$ cat src/rtl/memory_arbiter_pkg.sv
// Shared types and request-word field positions for the two-cache memory arbiter.
package memory_arbiter_pkg;

  typedef enum logic [1:0] {
    IDLE  = 2'd0,
    ISSUE = 2'd1,
    WAIT  = 2'd2
  } state_t;

  localparam int WRITE_BIT = 24;
  localparam int ADDR_HI   = 23;
  localparam int ADDR_LO   = 8;
  localparam int DATA_HI   = 7;
  localparam int DATA_LO   = 0;

  typedef logic channel_t;

endpackage

$ cat src/rtl/memory_arbiter_request_buffer.sv
// Single-entry holding register for one cache's memory requests.
// A strobe that arrives while an entry is already held is dropped and reported.
module memory_arbiter_request_buffer
  import memory_arbiter_pkg::*;
#(
  parameter int WIDTH = 25
) (
  input  logic             clock,
  input  logic             reset,
  input  logic             load,
  input  logic             take,
  input  logic [WIDTH-1:0] data_in,
  output logic [WIDTH-1:0] data,
  output logic             pending,
  output logic             overflow
);

  assign overflow = load && pending;

  // take only happens while pending is set, so it never collides with a load
  always_ff @(posedge clock) begin
    if (reset) begin
      pending <= 1'b0;
      data    <= '0;
    end else begin
      if (take) begin
        pending <= 1'b0;
      end
      if (load && !pending) begin
        pending <= 1'b1;
        data    <= data_in;
      end
    end
  end

endmodule

$ cat src/rtl/memory_arbiter.sv
// Round-robin arbiter sharing one memory port between two caches.
// Requests are buffered per cache, issued one at a time, and read data returns to the owner.
module memory_arbiter
  import memory_arbiter_pkg::*;
#(
  parameter int REQ_WIDTH      = 25,
  parameter int RESP_WIDTH     = 16,
  parameter int TIMEOUT_CYCLES = 64
) (
  input  logic                  clock,
  input  logic                  reset,
  input  logic [REQ_WIDTH-1:0]  memory_request_0,
  input  logic                  memory_request_ready_0,
  input  logic [REQ_WIDTH-1:0]  memory_request_1,
  input  logic                  memory_request_ready_1,
  output logic [REQ_WIDTH-1:0]  mem_request,
  output logic                  mem_request_valid,
  input  logic [RESP_WIDTH-1:0] mem_response,
  input  logic                  mem_response_valid,
  output logic [RESP_WIDTH-1:0] memory_response_0,
  output logic                  memory_response_ready_0,
  output logic [RESP_WIDTH-1:0] memory_response_1,
  output logic                  memory_response_ready_1,
  output logic                  timeout_error,
  output logic                  overflow_error
);

  localparam int CNT_W = $clog2(TIMEOUT_CYCLES);

  state_t               state, next_state;
  channel_t             last_grant, owner, grant_ch;
  logic                 grant_valid, resp_hit, timed_out;
  logic                 take_0, take_1;
  logic                 pending_0, pending_1;
  logic                 overflow_0, overflow_1;
  logic [REQ_WIDTH-1:0] buffer_0, buffer_1, issue_req;
  logic [CNT_W-1:0]     wait_count;

  memory_arbiter_request_buffer #(.WIDTH(REQ_WIDTH)) u_buffer_0 (
    .clock    (clock),
    .reset    (reset),
    .load     (memory_request_ready_0),
    .take     (take_0),
    .data_in  (memory_request_0),
    .data     (buffer_0),
    .pending  (pending_0),
    .overflow (overflow_0)
  );

  memory_arbiter_request_buffer #(.WIDTH(REQ_WIDTH)) u_buffer_1 (
    .clock    (clock),
    .reset    (reset),
    .load     (memory_request_ready_1),
    .take     (take_1),
    .data_in  (memory_request_1),
    .data     (buffer_1),
    .pending  (pending_1),
    .overflow (overflow_1)
  );

  always_comb begin
    next_state  = state;
    grant_valid = 1'b0;
    grant_ch    = last_grant;
    resp_hit    = 1'b0;
    timed_out   = 1'b0;
    case (state)
      IDLE: begin
        if (pending_0 && pending_1) begin
          grant_valid = 1'b1;
          grant_ch    = ~last_grant;
        end else if (pending_0 || pending_1) begin
          grant_valid = 1'b1;
          grant_ch    = pending_1;
        end
        if (grant_valid) begin
          next_state = ISSUE;
        end
      end
      ISSUE: begin
        next_state = issue_req[WRITE_BIT] ? IDLE : WAIT;
      end
      WAIT: begin
        if (mem_response_valid) begin
          resp_hit   = 1'b1;
          next_state = IDLE;
        end else if (wait_count == CNT_W'(TIMEOUT_CYCLES - 1)) begin
          timed_out  = 1'b1;
          next_state = IDLE;
        end
      end
      default: next_state = IDLE;
    endcase
  end

  assign take_0            = grant_valid && (grant_ch == 1'b0);
  assign take_1            = grant_valid && (grant_ch == 1'b1);
  assign mem_request_valid = (state == ISSUE);
  assign mem_request       = mem_request_valid ? issue_req : '0;

  // Response ports and timeout are one-cycle pulses, so they default back to 0 every edge
  always_ff @(posedge clock) begin
    if (reset) begin
      state                   <= IDLE;
      last_grant              <= 1'b1;
      owner                   <= 1'b0;
      issue_req               <= '0;
      wait_count              <= '0;
      memory_response_0       <= '0;
      memory_response_ready_0 <= 1'b0;
      memory_response_1       <= '0;
      memory_response_ready_1 <= 1'b0;
      timeout_error           <= 1'b0;
      overflow_error          <= 1'b0;
    end else begin
      state                   <= next_state;
      memory_response_0       <= '0;
      memory_response_ready_0 <= 1'b0;
      memory_response_1       <= '0;
      memory_response_ready_1 <= 1'b0;
      timeout_error           <= timed_out;
      if (grant_valid) begin
        issue_req  <= grant_ch ? buffer_1 : buffer_0;
        last_grant <= grant_ch;
        owner      <= grant_ch;
      end
      if (state == ISSUE) begin
        wait_count <= '0;
      end else if (state == WAIT && !resp_hit && !timed_out) begin
        wait_count <= wait_count + CNT_W'(1);
      end
      if (resp_hit) begin
        if (owner == 1'b0) begin
          memory_response_0       <= mem_response;
          memory_response_ready_0 <= 1'b1;
        end else begin
          memory_response_1       <= mem_response;
          memory_response_ready_1 <= 1'b1;
        end
      end
      if (overflow_0 || overflow_1) begin
        overflow_error <= 1'b1;
      end
    end
  end

endmodule

$ cat config.mk
export PLATFORM = sky130hd
export DESIGN_NAME = memory_arbiter
export DESIGN_NICKNAME = d
export VERILOG_FILES = /design/src/rtl/memory_arbiter_pkg.sv /design/src/rtl/memory_arbiter_request_buffer.sv /design/src/rtl/memory_arbiter.sv
export SDC_FILE = /design/constraint.sdc
export NUM_CORES = 1
export LEC_CHECK = 0
export CAP_MARGIN = 20
export CORE_MARGIN = 1
export CORE_UTILIZATION = 24
export DETAILED_ROUTE_END_ITERATION = 12
export GPL_ROUTABILITY_DRIVEN = 1
export PLACE_DENSITY = 0.51
export SLEW_MARGIN = 25
export SYNTH_ARGS = -nofsm -noshare
export SYNTH_HDL_FRONTEND = slang
export SYNTH_SLANG_ARGS = --single-unit
$ cat constraint.sdc
create_clock -name clock -period 2.3 [get_ports clock]
set_clock_uncertainty 0.2 [all_clocks]
set_input_delay 0.46 -clock clock [delete_from_list [all_inputs] [get_ports clock]]
set_output_delay 0.46 -clock clock [all_outputs]
set_load 0.05 [all_outputs]
==> results.md <==
Drt:
- The remaining routing DRC violations is 0.
- The final layout contains routed wiring with a total length of about 13,000 µm.
- The count of nets left with antenna violations once routing finished came out at 0.
- The average routed wire per standard cell is 14.84 µm.
- In the routed layout, each cell is associated on average with a via count of between 4 and 5.
- For this block, the initial DRC count from the detailed router was between 150 and 200.
- For this block, the via count after detailed routing is ~4,100.
- The length of the first detailed-routing pass in iterations is 4.

Critical path:
- The required arrival time at the worst endpoint is 1.64 ns.
- The worst setup path is of the flop to primary output kind.
- The worst setup path is launched from a flop.
- The worst setup path startpoint is state[1].
- The number of cells on the worst reg-to-reg path is 5.
- The highest fanout seen on the critical path is 14.
- The setup slack on the worst flop-to-flop path is about 0.46 ns.
- In this run the critical register-to-register path is captured at issue_req[16].
- The element type at the critical path end is a primary output.
- The worst reg2reg path startpoint is state[0].
- At the worst endpoint, the arrival time is about 1.6 ns.

Logic synthesis:
- In this run, synthesis inferred 0 flip-flops with an integrated enable.
- Each instance of the synthesized netlist takes up on average a little under 9 µm².
- For this run, asynchronously set or reset flops after synthesis account for 0%.
- The post-synthesis instance area is 4623 µm².
- The number of instances in the synthesized netlist is about 530.
- In the synthesized netlist the dominant register cell turns out to be sky130_fd_sc_hd__dfxtp_1.
- The post-synth net total is 601.
- Counting flops and latches in the post-synthesis netlist gives around 120.
- For this run, the register share of the synthesized area comes to a little over half.
- After synthesis, the netlist uses 39 different library cells.
- For this run, the number of Yosys warnings is 0.

STA:
- The setup violation total in the final timing report is 0.
- Once routing completed, OpenROAD measured the worst setup slack at roughly 0.063 ns.
- For this run, the top clock speed supported by timing is between 0.4 and 0.5 GHz.
- The max-slew violation count is 0.
- Final hold analysis gives a worst-case slack of 0.2546 ns.
- Measured against its own limit, the worst slew margin works out to a little over three fifths.
- The time the final worst path needs with I/O delays and setup is 2.237 ns.
- The count of endpoints failing hold in the final timing report is 0.
- Summed over all failing endpoints, the final setup total negative slack is 0 ns.
- The ratio of final minimum period to clock period is between 90% and 100%.
- The slew at the pin closest to its max-slew limit is around 0.56 ns.

GRT:
- Entering global routing, the biggest net connects 84 pins.
- The first global-routing pass estimated 21,250 µm of wire.
- The total overflow left after global routing is 0.
- In the global route stage, overall resource usage came out at 14.03%.
- The via count of the first global-routing pass was roughly 4,200.
- The number of antenna violations at the first check in global routing is 0.

Flow run:
- Max-cap violations in this run came to 0.

Min path:
- The type of the tightest min-delay check is flop to flop.
- The worst hold path was traced through 2 stages.
- The startpoint identified for the worst hold timing path is u_buffer_1.data[6].
- The hold path endpoint is u_buffer_1.data[6].

Power and ir drop:
- The post-layout total power is just over 0.006 W.
- IR analysis of the VDD net gives a maximum drop of roughly 0.43 mV.
- The power per standard cell area is ~840 nW/µm².
- The leakage power total is 2.646 nW.

Layout:
- In the final layout, the share of cells above drive strength 1 is about 16%.
- The relative area change from synthesis to final layout is 56.35%.
- After routing the design area is 7228 µm².
- For this run, the post-layout net count is 733.
- The number of inserted diodes is 0.

Floorplan:
- The area enclosed by the die boundary is a little under 20,000 µm².
- The starting density of the core is between 20% and 30%.
- The die boundary height is roughly 140 µm.
- The number of core rows is 50.
- The floorplan step defined a core boundary enclosing 18,770 µm².
- For this design the top-level I/O count stands at approximately 130.
- The die outline width is between 100 and 150 µm.

Clocking:
- CTS placed an instance of sky130_fd_sc_hd__clkbuf_16 at the clock tree root.
- The clock slew at the register clock pins of the worst setup and hold paths is around 0.06 ns.
- The clock sink count is 123.
- Clock tree synthesis inserted a total of 17 buffers.
- After clock tree synthesis, the setup repair step added 0 buffers.
- The largest buffer count on any clock path is 2.
- The later pin in the worst-skew pair is clocked with a latency of ~0.41 ns.
- TritonCTS built the clock tree.
- The depth of the CTS H-tree is 4.

Placed design:
- The HPWL after detailed placement is 9355 µm.
- The final estimated routing congestion in global placement is a little under 0.8.
- The cell area reported after detailed placement is around 6500 µm².
- The placement-stage worst setup slack is ~0.20 ns.
- The number of buffer cells added on primary ports is between 100 and 150.

Status:
- The run finished with clean final reports.
## final cells by class
class | count | area, µm²
inverter | 2 | 10.01
clock inverter | 15 | 270.3
clock buffer | 17 | 425.4
multi-input combinational | 363 | 1986
sequential | 123 | 2462
fill | 1837 | 11540
tap | 234 | 292.8
timing repair buffer | 154 | 1782
## Yosys cell counts (2+ instances only)
library cell	instances	share of area, %
sky130_fd_sc_hd__dfxtp_1	123	53
sky130_fd_sc_hd__nand2_1	104	8.4
sky130_fd_sc_hd__and2_1	57	7.7
sky130_fd_sc_hd__nand3_1	56	6.1
sky130_fd_sc_hd__a21oi_1	51	5.5
sky130_fd_sc_hd__a31oi_1	26	3.5
sky130_fd_sc_hd__o21ai_0	25	2.7
sky130_fd_sc_hd__clkbuf_1	21	1.7
sky130_fd_sc_hd__buf_2	14	1.5
sky130_fd_sc_hd__nor2_1	6	0.49
sky130_fd_sc_hd__a211oi_1	3	0.49
sky130_fd_sc_hd__buf_4	3	0.49
sky130_fd_sc_hd__buf_6	3	0.73
sky130_fd_sc_hd__mux2i_1	3	0.65
sky130_fd_sc_hd__nand2b_1	3	0.41
sky130_fd_sc_hd__o21a_1	3	0.49
sky130_fd_sc_hd__inv_1	2	0.16
sky130_fd_sc_hd__nor2b_1	2	0.27
sky130_fd_sc_hd__nor3_1	2	0.22
sky130_fd_sc_hd__nor3b_4	2	0.81
sky130_fd_sc_hd__or3_1	2	0.27
## critical path, cell delays in order, from the launching register on
cell and delay, ns:
sky130_fd_sc_hd__dfxtp_1 0.30, sky130_fd_sc_hd__nand2b_2 0.24, sky130_fd_sc_hd__inv_4 0.12, sky130_fd_sc_hd__clkbuf_16 0.19, sky130_fd_sc_hd__and2_4 0.18, sky130_fd_sc_hd__buf_12 0.13
## how the worst max path moves through the flow
stage | end | slack, ns | cells after the start
global route | mem_request[24] | -0.004 | 5
finish | mem_request[10] | 0.06 | 5
global placement | wait_count[3] | 0.25 | 4
CTS | mem_request[12] | -0.006 | 5
floorplan | mem_request[15] | 0.04 | 5
detailed placement | wait_count[5] | 0.20 | 4
## power by group
part / internal, W / switching, W / total (W)
logic: 0.000293 / 0.000383 / 0.000676
clock network: 0.00214 / 0.000988 / 0.00313
registers: 0.00223 / 0.0000535 / 0.00228
total: 0.00466 / 0.00142 / 0.00609
## repair_timing
| item | in CTS | in global routing |
|---|---|---|
| resized for setup | 5 | 10 |
| pin swaps | 0 | 0 |
| hold buffers | 0 | 0 |
| setup endpoints to repair | 8 | 25 |
| gates cloned | 0 | 1 |
## flip-flops by register name, summed over array words and instances (netlist names), 2 cells and up
name / cells
issue_req: 25
u_buffer_0.data: 25
u_buffer_1.data: 25
memory_response_0: 16
memory_response_1: 16
wait_count: 6
state: 2
## cells by family (layout without fill, tap and decap cells)
logic type               after synthesis  after routing  share of synthesized area (%)
flip-flops                           123            123                          53.26
adder cells (fa/ha/maj)                1              1                         0.2706
AO/OA/AOI/OAI                        114            114                          14.21
buffers and inverters                 43            188                          4.601
multiplexers                           3              3                         0.6496
AND/OR/NAND/NOR                      245            245                          27.01
## per-layer routing
metal | wire (µm) | track usage, %
met5 | 0 | 0
met4 | 229 | 6.007
met3 | 818 | 4.416
met2 | 6432 | 23.15
met1 | 5998 | 16.77
## layout by cell type, fill, tap and decap left out, drive strengths merged, types with 5 or more instances in the layout
cell type,count
dfxtp,123
nand2,104
clkdlybuf4s50,104
and2,57
nand3,56
a21oi,51
buf,49
a31oi,27
o21ai,25
clkbuf,18
bufinv,7
nor2,6
clkinv,5
## per-stage QoR
stage / instances / util (%)
final: 908 / 38.51
after global routing: 908 / 38.51
after CTS: 907 / 38.26
after detailed placement: 875 / 34.50
after global placement: 875 / 34.50
after floorplan: 529 / -
Note: power is estimated with default switching activity, not from simulation.
